`src/rtl/game_pkg.sv`:
```
// Shared encodings for the game-flow controller and its movement datapath.
// No logic of its own; constants and a direction-encode helper only.
// Consumers import with game_pkg::*.
package game_pkg;

  typedef enum logic [2:0] {
    ST_IDLE = 3'd0,
    ST_PLAY = 3'd1,
    ST_HIT  = 3'd2,
    ST_WIN  = 3'd3,
    ST_OVER = 3'd4
  } state_t;

  // One-hot move command, bit order {up,down,left,right}
  localparam logic [3:0] DIR_UP    = 4'b1000;
  localparam logic [3:0] DIR_DOWN  = 4'b0100;
  localparam logic [3:0] DIR_LEFT  = 4'b0010;
  localparam logic [3:0] DIR_RIGHT = 4'b0001;
  localparam logic [3:0] DIR_NONE  = 4'b0000;

  localparam int ENEMY_ID_W = 3;

  // Keep only the highest-priority pressed button: up > down > left > right
  function automatic logic [3:0] encode_dir(input logic [3:0] btn);
    logic [3:0] dir;
    dir = DIR_NONE;
    if (btn[3])      dir = DIR_UP;
    else if (btn[2]) dir = DIR_DOWN;
    else if (btn[1]) dir = DIR_LEFT;
    else if (btn[0]) dir = DIR_RIGHT;
    return dir;
  endfunction

endpackage

```
`src/rtl/game_flow_ctrl_tick_prescaler.sv`:
```
// Free-running divider producing the movement tick once every TICK_DIV clocks.
// Latency: tick is a combinational decode of the counter, high while count==TICK_DIV-1.
// Backpressure: none; the counter never stalls.
module tick_prescaler #(
  parameter int TICK_DIV = 833333,
  parameter int CNT_W    = 20
) (
  input  logic clk,
  input  logic rst,
  output logic tick
);

  localparam logic [CNT_W-1:0] CNT_LAST = CNT_W'(TICK_DIV - 1);

  logic [CNT_W-1:0] count;

  assign tick = (count == CNT_LAST);

  // Count 0..TICK_DIV-1 and wrap on the tick cycle
  always_ff @(posedge clk or posedge rst) begin
    if (rst)       count <= '0;
    else if (tick) count <= '0;
    else           count <= count + 1'b1;
  end

endmodule

```
`src/rtl/game_flow_ctrl.sv`:
```
// Game-flow FSM: movement strobes, lives, hit freeze, win/over and respawn.
// Latency: every output is registered, one cycle after its causing condition.
// Backpressure: none; the movement datapath must accept each one-cycle strobe.
module game_flow_ctrl
  import game_pkg::*;
#(
  parameter int TICK_DIV   = 833333,
  parameter int CNT_W      = 20,
  parameter int LIVES_INIT = 3,
  parameter int LIVES_W    = 2,
  parameter int HIT_TICKS  = 60
) (
  input  logic                  clk,
  input  logic                  rst,
  input  logic                  start,
  input  logic [3:0]            btn_dir,
  input  logic                  enemy_collide,
  input  logic [ENEMY_ID_W-1:0] collide_id,
  input  logic                  win,
  output logic [3:0]            move_dir,
  output logic                  move_tick,
  output logic                  respawn,
  output logic [LIVES_W-1:0]    lives,
  output logic [2:0]            state,
  output logic [ENEMY_ID_W-1:0] hit_id,
  output logic                  game_over
);

  localparam int FRZ_W = $clog2(HIT_TICKS + 1);
  localparam logic [LIVES_W-1:0] LIVES_LOAD = LIVES_W'(LIVES_INIT);
  localparam logic [FRZ_W-1:0]   FRZ_LOAD   = FRZ_W'(HIT_TICKS);
  localparam logic [FRZ_W-1:0]   FRZ_LAST   = FRZ_W'(1);

  logic tick;
  logic start_q;
  logic start_rise;

  state_t                  st_q,    st_d;
  logic [LIVES_W-1:0]      lives_d;
  logic [ENEMY_ID_W-1:0]   hit_id_d;
  logic [FRZ_W-1:0]        frz_q,   frz_d;
  logic [3:0]              move_dir_d;
  logic                    move_tick_d;
  logic                    respawn_d;
  logic                    game_over_d;

  tick_prescaler #(
    .TICK_DIV (TICK_DIV),
    .CNT_W    (CNT_W)
  ) u_tick_prescaler (
    .clk  (clk),
    .rst  (rst),
    .tick (tick)
  );

  assign start_rise = start & ~start_q;
  assign state      = st_q;

  // Next-state and next-output decode; everything defaults to "hold, no pulse"
  always_comb begin
    st_d        = st_q;
    lives_d     = lives;
    hit_id_d    = hit_id;
    frz_d       = frz_q;
    move_dir_d  = DIR_NONE;
    move_tick_d = 1'b0;
    respawn_d   = 1'b0;
    case (st_q)
      ST_IDLE, ST_WIN, ST_OVER: begin
        if (start_rise) begin
          lives_d   = LIVES_LOAD;
          st_d      = ST_PLAY;
          respawn_d = 1'b1;
        end
      end
      ST_PLAY: begin
        // win beats a hit, a hit beats a move; start is ignored while playing
        if (win) begin
          st_d = ST_WIN;
        end else if (enemy_collide) begin
          st_d     = ST_HIT;
          lives_d  = lives - 1'b1;
          hit_id_d = collide_id;
          frz_d    = FRZ_LOAD;
        end else if (tick) begin
          move_tick_d = 1'b1;
          move_dir_d  = encode_dir(btn_dir);
        end
      end
      ST_HIT: begin
        // Frozen: count ticks down, then respawn or end the game
        if (tick) begin
          frz_d = frz_q - 1'b1;
          if (frz_q == FRZ_LAST) begin
            if (lives == '0) begin
              st_d = ST_OVER;
            end else begin
              st_d      = ST_PLAY;
              respawn_d = 1'b1;
            end
          end
        end
      end
      default: st_d = ST_IDLE;
    endcase
    game_over_d = (st_d == ST_OVER);
  end

  // State and registered outputs; reset aborts any game in progress
  always_ff @(posedge clk or posedge rst) begin
    if (rst) begin
      st_q      <= ST_IDLE;
      lives     <= LIVES_LOAD;
      hit_id    <= '0;
      frz_q     <= '0;
      start_q   <= 1'b0;
      move_dir  <= DIR_NONE;
      move_tick <= 1'b0;
      respawn   <= 1'b0;
      game_over <= 1'b0;
    end else begin
      st_q      <= st_d;
      lives     <= lives_d;
      hit_id    <= hit_id_d;
      frz_q     <= frz_d;
      start_q   <= start;
      move_dir  <= move_dir_d;
      move_tick <= move_tick_d;
      respawn   <= respawn_d;
      game_over <= game_over_d;
    end
  end

endmodule

```
`config.mk`:
```
export PLATFORM = sky130hd
export DESIGN_NAME = game_flow_ctrl
export DESIGN_NICKNAME = d
export VERILOG_FILES = /design/src/rtl/game_pkg.sv /design/src/rtl/game_flow_ctrl_tick_prescaler.sv /design/src/rtl/game_flow_ctrl.sv
export SDC_FILE = /design/constraint.sdc
export NUM_CORES = 1
export LEC_CHECK = 0
export CAP_MARGIN = 25
export CORE_UTILIZATION = 54
export CTS_CLUSTER_DIAMETER = 50
export DETAILED_ROUTE_END_ITERATION = 10
export GPL_ROUTABILITY_DRIVEN = 0
export PLACE_DENSITY = 0.78
export SETUP_SLACK_MARGIN = 0.5
export SLEW_MARGIN = 20
export SYNTH_ARGS = -nofsm -noshare
export SYNTH_HDL_FRONTEND = slang
export SYNTH_SLANG_ARGS = --single-unit
```
`constraint.sdc`:
```
create_clock -name clk -period 2 [get_ports clk]
set_input_delay 0.4 -clock clk [delete_from_list [all_inputs] [get_ports clk]]
set_output_delay 0.4 -clock clk [all_outputs]
set_load 0.01 [all_outputs]
```
# ---- Yosys cells after proc, flatten, opt, wreduce, memory -nomap -nowiden
# Index checks and enable logic that the tools add are counted.
dict set report op_classes {
  n_bitwise 3
  n_addsub 3
  n_mul 0
  eq_ne 11
  n_div 0
  magnitude_cmp 0
  shift 0
  muxes 33
  reduce_logical 8
}
# op n
set op_table {}
lappend op_table {{3-bit two-way mux} 7}
lappend op_table {{20-bit by 1-bit adder with 20-bit output (second input constant)} 1}
lappend op_table {{20-bit == test (second input constant)} 1}
lappend op_table {{20-bit two-way mux} 1}
lappend op_table {{4-bit two-way mux} 5}
lappend op_table {{6-bit two-way mux} 3}
lappend op_table {{6-bit case mux with 2 select lines} 1}
lappend op_table {{1-bit two-way mux} 9}
lappend op_table {{3-bit case mux with 3 select lines} 1}
lappend op_table {{2-bit two-way mux} 4}
lappend op_table {{2-bit != test (second input constant)} 4}
lappend op_table {{4-bit AND reduction} 2}
lappend op_table {{3-bit by 2-bit == test with 1-bit output (second input constant)} 2}
lappend op_table {{3-bit == test (second input constant)} 2}
lappend op_table {{6-bit by 1-bit == test with 1-bit output (second input constant)} 1}
lappend op_table {{6-bit by 1-bit subtractor with 6-bit output (second input constant)} 1}
lappend op_table {{2-bit case mux with 2 select lines} 1}
lappend op_table {{2-bit nonzero test} 2}
lappend op_table {{3-bit by 1-bit == test with 1-bit output (second input constant)} 1}
lappend op_table {{3-bit logical NOT} 1}
lappend op_table {{3-bit AND reduction} 1}
lappend op_table {{3-bit OR reduction} 1}
lappend op_table {{2-bit logical NOT} 1}
lappend op_table {{1-bit NOT} 2}
lappend op_table {{other kinds (3)} 3}
dict set report word_totals {
  reg_bits 42
  rom_bits 0
  out_inout_bits 15
  ramBits 0
  mem_count 0
  latchBits 0
  input_bits 12
}

# ---- Longest topological paths before layout
dict set report logic_depth {
  ltp_word 8
  depth_mapped 8
  ltp_nobuf 6
}

# ---- Hierarchy
# Synthesis repeated with hierarchy kept, for this count alone.
dict set report unflattened {
  hier_cells 204
  hier_area_um2 2240.9
}
# module instances cells_each area_each_um2
set by_module_without_submodules {}
lappend by_module_without_submodules {game_flow_ctrl 1 101 1199.9}
lappend by_module_without_submodules {tick_prescaler 1 103 1041.0}

# ---- Worst setup path after synthesis
# Ideal clock, no wire load.
dict set report synth_timing {
  path_type {flip-flop to flip-flop}
  startpoint {register st_q[1], in the netlist state[1]}
  endpoint {register frz_q[3]}
  required_ns 1.931
  setup_slack_ns 0.172
  setup_time_ns 0.069
  t_arrival_ns 1.759
  stages_incl_launch_ff 5
  cell_sequence {dfrtp_1 -> or3b_4 -> or4_1 -> or4_1 -> nand3_1}
}
dict set report synth_between {
  elab_chain_cells 3
}
# item line
set synth_rtl {}
lappend synth_rtl {{from (decl)} game_flow_ctrl.sv:38} ;# state_t st_q, st_d;
lappend synth_rtl {{from (signal assigned)} game_flow_ctrl.sv:122} ;# st_q <= st_d;
lappend synth_rtl {{3-bit by 2-bit == test with 1-bit output or 3-bit by 1-bit == test with 1-bit output (tied branches)} game_flow_ctrl.sv:68} ;# case (st_q)
lappend synth_rtl {{2-bit != test (no line) or 2-bit nonzero test (tied branches)} -}
lappend synth_rtl {{4-bit AND reduction (no line)} -}
lappend synth_rtl {{to (signal assigned)} game_flow_ctrl.sv:125} ;# frz_q <= frz_d;
lappend synth_rtl {{to (decl)} game_flow_ctrl.sv:41} ;# logic [FRZ_W-1:0] frz_q, frz_d;
# Several ways; a longest one is shown, not always the timed one.
# A chain may end at the register's enable or synchronous reset.

# ---- Worst setup path in the final report
dict set report layout_timing {
  startpoint {register st_q[0], in the netlist state[0]}
  endpoint {register frz_q[3]}
}
# Same word-level chain as after synthesis.

==> run_results.csv <==
group,metric,value,unit
run_status,outcome,"completed",
cells_and_area,areaGrowthSynthToFinish,45.4,%
cells_and_area,n_antenna_cell,0,
floorplanning,ioPinCount,27,
critical_path,critical_path_depth,4,
routing,drtAntennaViolNets,0,
timing,drv_slew,0,
timing,setup_viol,0,
synth,synthCells,194,
synth,yosysSeqAreaShare,52.7,%
floorplanning,fp.dieW,62.9,um
clock_tree,cts_root_buf,"clkbuf_8",
power,peakVddDrop,0.506,mV
floorplanning,initial_utilization,58.1,%
placed_design,post_dp_cell_area,0.00237,mm2
synth,ys.flop_type,"dfrtp_1",
synth,async_reset_ff_share,100,%
placed_design,dpl.hpwl,3.01,mm
floorplanning,rows,21,
global_routing,grt_max_degree,30,
timing,hold_viol_final,0,
placed_design,dp_slack,0.101,ns
cells_and_area,nNetsFinal,266,
critical_path,crit_type,"reg -> reg",
floorplanning,die_area,0.00395,mm2
global_routing,grt_pass1_wl,8.72,mm
critical_path,slowest_delay,0.44,ns
routing,wirelength,5.60,mm
routing,route.detailed.wl_per_inst,18.9,um
critical_path,setup.worst_path.start_class,"register",
clock_tree,clock_path_buffers,2,
timing,slew_headroom,64.2,%
synth,synth-seq-cells,42,
global_routing,grt_overflow,0,
synth,syn_nets,211,
clock_tree,clkTransAtPathRegs,0.08,ns
timing,tightestPinTransition,0.530,ns
placed_design,portBuffers,26,
critical_path,cp_common_cell,"or4_4",
critical_path,worstSetupEndpointType,"register",
synth,synth.distinct_cells,38,
clock_tree,cts_tree,"built",
cells_and_area,stdcell_count,296,
placed_design,dp_cells,268,
critical_path,slowest_stage,"or4_4",
timing,max_freq,542,MHz
timing,fin_crit_sh,92.3,%
cells_and_area,nFillCells,174,
cells_and_area,design_area,0.00291,mm2
global_routing,antenna_found_initial,0,
floorplanning,core_area,0.00344,mm2
cells_and_area,utilization,84.5,%
flow_run,drv_cap,0,
timing,fin_skew,0.00813,ns
power,power_density,504,mW/mm2
cells_and_area,drive_gt1_share,33.6,%
timing,period_minus_slack,1.85,ns
critical_path,cp.arrival,2.08,ns
critical_path,critical_path_buf_inv_count,0,
synth,yosys_warnings,0,
critical_path,path_cells,"or3b_4 -> or4_4 -> or4_4 -> nand3_1",
timing,finalSetupTns,0,ns
critical_path,rr_worst_depth,4,
synth,synth-edff-count,0,
routing,first_iter_violations,116,
routing,via_per_inst,6.17,
timing,rsz0062_at_grt,"true",
global_routing,grt_pass1_vias,1857,
clock_tree,cts_num_sinks,42,
clock_tree,numCtsBuffers,5,
routing,dr_total_vias,1826,
critical_path,crit_required,2.23,ns
synth,syn-cell-area,0.00200,mm2
clock_tree,clk_latency,0.30,ns
global_routing,grtUsageTotal,28.8,%
routing,drc,0,
floorplanning,die_h,62.9,um
routing,firstDrtPassIters,4,
timing,setup_ws,0.155,ns
critical_path,path_max_fanout,2,
hold_path,hold_class,"in -> async",
power,leakage,1.32,nW
clock_tree,htreeDepth,2,
synth,syn_avg_cell_area,10.3,um2
critical_path,cp_top_family,"simple AND/OR/NAND/NOR gates",
clock_tree,cts_hold_buf,0,
[synth_stat cells (2+ instances only)]
master    count  area (um2)
or4_1         3        22.5
nand3_1       9        45.0
and3_1        6        37.5
dfrtp_1      40        1000
and4b_1       2        20.0
mux2i_1       5        50.1
o31ai_1       2        15.0
nor3_1        6        30.0
nor2_1       20        75.1
and4_1        4        35.0
clkbuf_1      6        22.5
and2_1        4        25.0
ha_1          5        62.6
o21ai_0       5        25.0
inv_1        10        37.5
nand4b_1      2        17.5
xnor2_1      10        87.6
nand2_1      18        67.6
dfstp_2       2        52.6
nand4_1       6        37.5
a32o_1        2        20.0
xor2_1        6        52.6
nor2b_1       3        18.8
nor4_1        4        25.0
[per-layer routing]
metal | vias to the layer above | GRT usage (%) | wire (um)
li1 | 798 | - | -
met1 | 907 | 31.6 | 2050
met2 | 91 | 51.5 | 3010
met3 | 30 | 6.39 | 303
met4 | 0 | 14.5 | 236
met5 | - | 0 | 0
[placed cells by master (no fill, tap or decap), types with 6 or more instances in the layout]
cell type	n
clkdlybuf4s50_1	11
xnor2_1	10
clkbuf_8	6
nand3_1	7
dlygate4sd2_1	10
nand4_1	6
buf_4	19
dfrtp_1	38
nor2_4	13
nor2_1	6
nand2_1	18
xor2_1	6
inv_1	10
[repair_timing]
| action | in CTS | in global routing |
|---|---|---|
| buffers inserted | 12 | 5 |
| pin swaps | 9 | 20 |
| endpoints found under the setup margin | 49 | 41 |
| gates cloned | 2 | 1 |
| gates resized for setup | 47 | 51 |
[metrics by stage]
stage                     hold WS (ns)  power [mW]
after floorplan                  0.431       0.882
after global placement           0.460       0.914
after global routing             0.500        1.51
final                            0.415        1.47
after detailed placement         0.462       0.915
after CTS                        0.428        1.47
[final timing paths]
check                      slack [ns]                   from                                  end
setup / recovery                 0.15     state[0]$_DFF_PP0_                 frz_q[3]$_DFFE_PP0P_
hold / removal                   0.42                    rst                    start_q$_DFF_PP0_
setup reg to reg                 0.15     state[0]$_DFF_PP0_                 frz_q[3]$_DFFE_PP0P_
hold reg to reg                  0.48  hit_id[0]$_DFFE_PP0P_                hit_id[0]$_DFFE_PP0P_
max in group asynchronous        1.20                    rst  u_tick_prescaler.count[2]$_DFF_PP0_
min in group clk                 0.48  hit_id[0]$_DFFE_PP0P_                hit_id[0]$_DFFE_PP0P_
[power breakdown]
part	leakage [nW]	internal [mW]	switching [mW]
Clock	0.0472	0.277	0.289
Sequential	0.545	0.850	0.000437
Combinational	0.730	0.0244	0.0258
[cell type report]
type                       count  area (um2)  area share [%]
clock buffer                   6        82.6            2.84
timing repair buffer          53         493            16.9
sequential                    42        1060            36.3
tap                           46        57.6            1.98
multi-input combinational    137        1170            40.2
inverter                      10        37.5            1.29
clock inverter                 2        12.5           0.430
[registers in the layout (all words and copies together), names as in the netlist]
signal                  cells
u_tick_prescaler.count     20
frz_q                       6
move_dir                    4
hit_id                      3
state                       3
lives                       2
game_over                   1
move_tick                   1
respawn                     1
start_q                     1
[kinds of logic after synthesis]
kind of cell | share of synthesized area [%]
AND/OR/NAND/NOR | 26.0
flip-flops | 52.7
AO/OA/AOI/OAI | 5.75
XOR/XNOR | 7.00
buffers and inverters | 3.00
multiplexers | 2.50
adder cells (fa/ha/maj) | 3.13
[tightest hold or removal path, stage by stage]
cell	delay [ns]
clkdlybuf4s50_1	0.40
inv_1	0.07
buf_4	0.20
Power figures use the tool's default switching activity.
